File: src/rtl/mips_fetch_stage.sv
// Instruction fetch stage: one outstanding imem request, output register plus
// one-entry skid buffer, and branch/jump redirect with squashing of wrong-path words.
module mips_fetch_stage #(
    parameter logic [31:0] ResetPC = 32'h0000_0000,
    parameter logic [31:0] NopWord = 32'h0000_0000
) (
    input  logic        Clk,
    input  logic        Reset,
    output logic        imem_req,
    output logic [31:0] imem_addr,
    input  logic        imem_ack,
    input  logic [31:0] imem_rdata,
    input  logic        Stall,
    input  logic        BranchTaken,
    input  logic [31:0] BranchOffset,
    input  logic        Jump,
    input  logic        JumpSel,
    input  logic [25:0] JumpIndex,
    input  logic [31:0] JumpReg,
    output logic [31:0] Instruction,
    output logic [31:0] NextInstruct,
    output logic        InstValid
);

    typedef enum logic [1:0] {
        S_FETCH,
        S_FULL,
        S_DROP
    } state_t;

    state_t      r_state;
    logic [31:0] r_pc;
    logic [31:0] r_stale;
    logic [31:0] r_instr;
    logic [31:0] r_next;
    logic        r_valid;
    logic [31:0] r_skid;

    logic        w_consume;
    logic        w_redirect;
    logic [31:0] w_pc_plus4;
    logic [31:0] w_target;

    assign w_consume  = r_valid && !Stall;
    assign w_redirect = w_consume && (Jump || BranchTaken);
    assign w_pc_plus4 = r_pc + 32'd4;

    // Jump wins over a taken branch; targets are relative to the presented word's PC+4.
    always_comb begin
        w_target = r_next + {BranchOffset[29:0], 2'b00};
        if (Jump) begin
            if (JumpSel) begin
                w_target = {JumpReg[31:2], 2'b00};
            end else begin
                w_target = {r_next[31:28], JumpIndex, 2'b00};
            end
        end
    end

    // DROP keeps presenting the abandoned address until its ack retires it.
    assign imem_req     = !Reset && (r_state != S_FULL);
    assign imem_addr    = (r_state == S_DROP) ? r_stale : r_pc;
    assign Instruction  = r_instr;
    assign NextInstruct = r_next;
    assign InstValid    = r_valid;

    always_ff @(posedge Clk) begin
        if (Reset) begin
            r_state <= S_FETCH;
            r_pc    <= ResetPC;
            r_stale <= '0;
            r_instr <= NopWord;
            r_next  <= '0;
            r_valid <= 1'b0;
            r_skid  <= '0;
        end else begin
            case (r_state)
                S_FETCH: begin
                    if (w_redirect) begin
                        r_valid <= 1'b0;
                        r_instr <= NopWord;
                        r_pc    <= w_target;
                        if (!imem_ack) begin
                            r_stale <= r_pc;
                            r_state <= S_DROP;
                        end
                    end else if (imem_ack) begin
                        r_pc <= w_pc_plus4;
                        if (!r_valid || w_consume) begin
                            r_instr <= imem_rdata;
                            r_next  <= w_pc_plus4;
                            r_valid <= 1'b1;
                        end else begin
                            r_skid  <= imem_rdata;
                            r_state <= S_FULL;
                        end
                    end else if (w_consume) begin
                        r_valid <= 1'b0;
                        r_instr <= NopWord;
                    end
                end
                S_FULL: begin
                    if (w_redirect) begin
                        r_valid <= 1'b0;
                        r_instr <= NopWord;
                        r_pc    <= w_target;
                        r_state <= S_FETCH;
                    end else if (w_consume) begin
                        // PC already advanced past the skid word when it was captured.
                        r_instr <= r_skid;
                        r_next  <= r_pc;
                        r_state <= S_FETCH;
                    end
                end
                S_DROP: begin
                    if (imem_ack) begin
                        r_state <= S_FETCH;
                    end
                end
                default: r_state <= S_FETCH;
            endcase
        end
    end

endmodule

File: config.mk
export PLATFORM = sky130hd
export DESIGN_NAME = mips_fetch_stage
export DESIGN_NICKNAME = d
export VERILOG_FILES = /design/src/rtl/mips_fetch_stage.sv
export SDC_FILE = /design/constraint.sdc
export NUM_CORES = 1
export LEC_CHECK = 0
export CORE_UTILIZATION = 48
export CTS_BUF_LIST = sky130_fd_sc_hd__clkbuf_16
export CTS_CLUSTER_SIZE = 24
export DETAILED_ROUTE_END_ITERATION = 6
export GPL_TIMING_DRIVEN = 1
export PLACE_DENSITY_LB_ADDON = 0.25
export SLEW_MARGIN = 20
export SYNTH_ARGS = -nofsm -noshare
export SYNTH_HDL_FRONTEND = slang
export SYNTH_SLANG_ARGS = --single-unit
File: constraint.sdc
create_clock -name Clk -period 4 [get_ports Clk]
set_input_delay 0.8 -clock Clk [delete_from_list [all_inputs] [get_ports Clk]]
set_output_delay 0.8 -clock Clk [all_outputs]
set_load 0.01 [all_outputs]
==> summary.md, run 1 <==
| Metric | Value |
|---|---|
| Clock buffer depth | 2 |
| Worst-path clk slew | 0.07 ns |
| Clock latency on the worst-skew pair | 0.44 ns |
| Layout cell share with drive strength beyond 1 | 0.0814 |
| Aggregate global routing overflow | 0 |
| Die Y | 146 um |
| Fin. Hold Viols | 0 |
| PostCTS Resize Cnt | 0 |
| Post-CTS Hold Buffers | 0 |
| Post-Syn Area per Cell | 7.63 um^2 |
| Commonest non-fill, non-tap cell in the layout | clkdlybuf4s50_1 |
| Min-Delay Path Class | flop to flop |
| Synthesized Nets | 1455 |
| Top FF cell, synth | dfxtp_1 |
| Crit end category | output port |
| # IOs | 227 |
| Total of max-cap violations | 0 |
| Vias/cell | 5.83 |
| Commonest non-fill, non-tap cells in the layout | 220 x clkdlybuf4s50_1, 207 x nand2_1, 163 x dfxtp_1 |
| CTS H-tree depth | 4 |
| Met3 wire len | 3190 um |
| Metal2 WL | 13300 um |
| Clock Sinks | 163 |
| Final wirelength | 30600 um |
| WP data arrival | 2.77 ns |
| Synthesis Warnings | 0 |
| Maximum vdd drop | 0.000258 V |
| Placement Cell Area | 12200 um^2 |
| DR pass1 iterations | 6 |
| Initial antenna violation count | 0 |
| Power Density | 377 nW/um^2 |
| GR Util All Layers | 0.283 |
| WP data required | 3.20 ns |
| Synth Instances | 1295 |
| Fmax | 280 MHz |
| Via Count | 10100 |
| Setup crit start kind | flop |
| RSZ-0062 raised after global routing | false |
| Placement Rows | 52 |
| Netlist cell types | 66 |
| Total Nets Final | 1609 |
| DP Wirelength | 21500 um |
| Core ar. | 20200 um^2 |
| Seq cells post-synth | 163 |
| Number of global-route vias before repair | 8981 |
| Final GP Congestion | 0.951 |
| Outcome | completed |
| EDFF count, synth | 0 |
| Slew HR | 0.435 |
| Initial DRC count | 810 |
| Post-Syn Area | 9890 um^2 |
| Die ar. | 21200 um^2 |
| Final core occ | 0.634 |
| Setup TNS | 0 ns |
| Fraction of registers with async set/reset | 0 |
| Num CTS Buffers | 17 |
| Setup violators final | 0 |
| Setup Skew | 0.0102 ns |
| WL met1 | 13600 um |
| PortBufs | 222 |
| Final instance area | 12800 um^2 |
| Critical path class | flop to output port |
| Postcts setup bufs | 0 |
| Post-synthesis sequential area ratio | 0.330 |
| CTS tree | built |
| Fin crit period | 3.57 ns |
| Chip width | 146 um |
| Largest net degree at the start of global routing | 167 |
| Area Overhead vs Synth | 29.7% |
| Worst slew pin tran | 0.848 ns |
| Wire per inst | 17.7 um |
| Leakage | 4.64 nW |
| Max FO, Critical Path | 22 |
| Top Layer Used | met4 |
| Slew Viols, Final | 0 |
| Detailed-route DRC error count | 0 |
| Crit share post-route | 0.893 |
| Root buffer cell | clkbuf_16 |
| Final ANT Viol Nets | 0 |
| Initial core utilization | 0.489 |
| Diode count | 0 |
| First-pass GRT wire length | 48100 um |
-- Yosys cell counts (6+ instances only) --
| cell | instances | area, um^2 |
|---|---|---|
| o211ai_1 | 10 | 75.1 |
| nor2_1 | 128 | 480 |
| a22oi_1 | 36 | 270 |
| nand2b_1 | 10 | 62.6 |
| o21ai_0 | 62 | 310 |
| a211oi_1 | 63 | 473 |
| a21oi_1 | 141 | 706 |
| nand2_1 | 207 | 777 |
| clkbuf_1 | 88 | 330 |
| or3_1 | 17 | 106 |
| inv_1 | 9 | 33.8 |
| ha_1 | 30 | 375 |
| mux2i_1 | 30 | 300 |
| nand4_1 | 14 | 87.6 |
| nor3_1 | 30 | 150 |
| xor2_1 | 16 | 140 |
| dfxtp_1 | 163 | 3260 |
| a31oi_1 | 12 | 75.1 |
| buf_2 | 10 | 50.1 |
| xnor2_1 | 24 | 210 |
| a21o_1 | 16 | 120 |
| and3_1 | 10 | 62.6 |
| buf_1 | 7 | 26.3 |
| nand3_1 | 27 | 135 |
| a311oi_1 | 11 | 96.3 |
| a2111oi_0 | 6 | 52.6 |
| mux2_2 | 38 | 428 |
-- critical path, stage by stage (launching register included) --
cell and delay [ns]:
dfxtp_1 0.71, nand2b_1 0.49, buf_12 0.31, mux2_2 0.25, clkdlybuf4s50_1 0.57
-- registers in the layout (all words and copies together), names as in the netlist --
register / cells
InstValid: 1
NextInstruct: 32
r_state: 2
r_skid: 32
r_pc: 32
r_stale: 32
Instruction: 32
-- cell type report --
cell class | count | area [um^2]
clock inverter | 15 | 181
multi-input combinational | 1010 | 6140
fill | 1815 | 7420
sequential | 163 | 3260
clock buffer | 17 | 425
timing repair buffer | 248 | 2430
tap | 270 | 338
inverter | 9 | 33.8
-- final timing paths --
kind | startpoint | to | slack, ns | cells after the start
setup / recovery | r_state[1] | imem_addr[13] | 0.43 | 4
hold / removal | r_stale[16] | r_stale[16] | 0.45 | 2
setup reg to reg | NextInstruct[2] | r_pc[22] | 1.16 | 11
hold reg to reg | r_stale[16] | r_stale[16] | 0.45 | 2
-- report_power, final --
group	internal (mW)	leakage, nW	switching (mW)	total, mW
Clock	0.850	0.296	0.800	1.65
Sequential	1.73	1.33	0.120	1.85
Combinational	0.624	3.02	0.716	1.34
-- per-layer routing --
| layer | vias up | global-route usage |
|---|---|---|
| met5 | - | 0 |
| met4 | 0 | 0.0911 |
| met3 | 43 | 0.0843 |
| met2 | 424 | 0.423 |
| met1 | 4639 | 0.388 |
| li1 | 4988 | - |
-- metrics by stage --
step / setup slack [ns] / cells / hold WS [ns] / power, mW
3_5_place_dp: 0.287 / 1700 / 0.446 / 3.20
6_report: 0.427 / 1732 / 0.454 / 4.84
5_1_grt: 0.305 / 1732 / 0.468 / 5.06
3_3_place_gp: 0.358 / 1700 / 0.439 / 3.19
4_1_cts: 0.403 / 1732 / 0.456 / 4.85
2_1_floorplan: 0.981 / 1295 / 0.434 / 2.64
-- cell families after synthesis --
kind of cell / share of synthesized area
flops: 0.330
buf+inv: 0.0511
fa+ha+maj: 0.0400
mux: 0.0737
compound gates: 0.258
xor+xnor: 0.0354
simple gates: 0.212
Note: power is estimated with default switching activity, not from simulation.
==> run 2, diff against run 1 <==
--- a/config.mk
+++ b/config.mk
@@ -6,11 +6,11 @@
 export NUM_CORES = 1
 export LEC_CHECK = 0
 export CORE_UTILIZATION = 48
-export CTS_BUF_LIST = sky130_fd_sc_hd__clkbuf_16
 export CTS_CLUSTER_SIZE = 24
 export DETAILED_ROUTE_END_ITERATION = 6
 export GPL_TIMING_DRIVEN = 1
 export PLACE_DENSITY_LB_ADDON = 0.25
+export SKIP_LAST_GASP = 1
 export SLEW_MARGIN = 20
 export SYNTH_ARGS = -nofsm -noshare
 export SYNTH_HDL_FRONTEND = slang
==> results of run 2 <==
Final layout, timing and power as in run 1 (identical DEF).
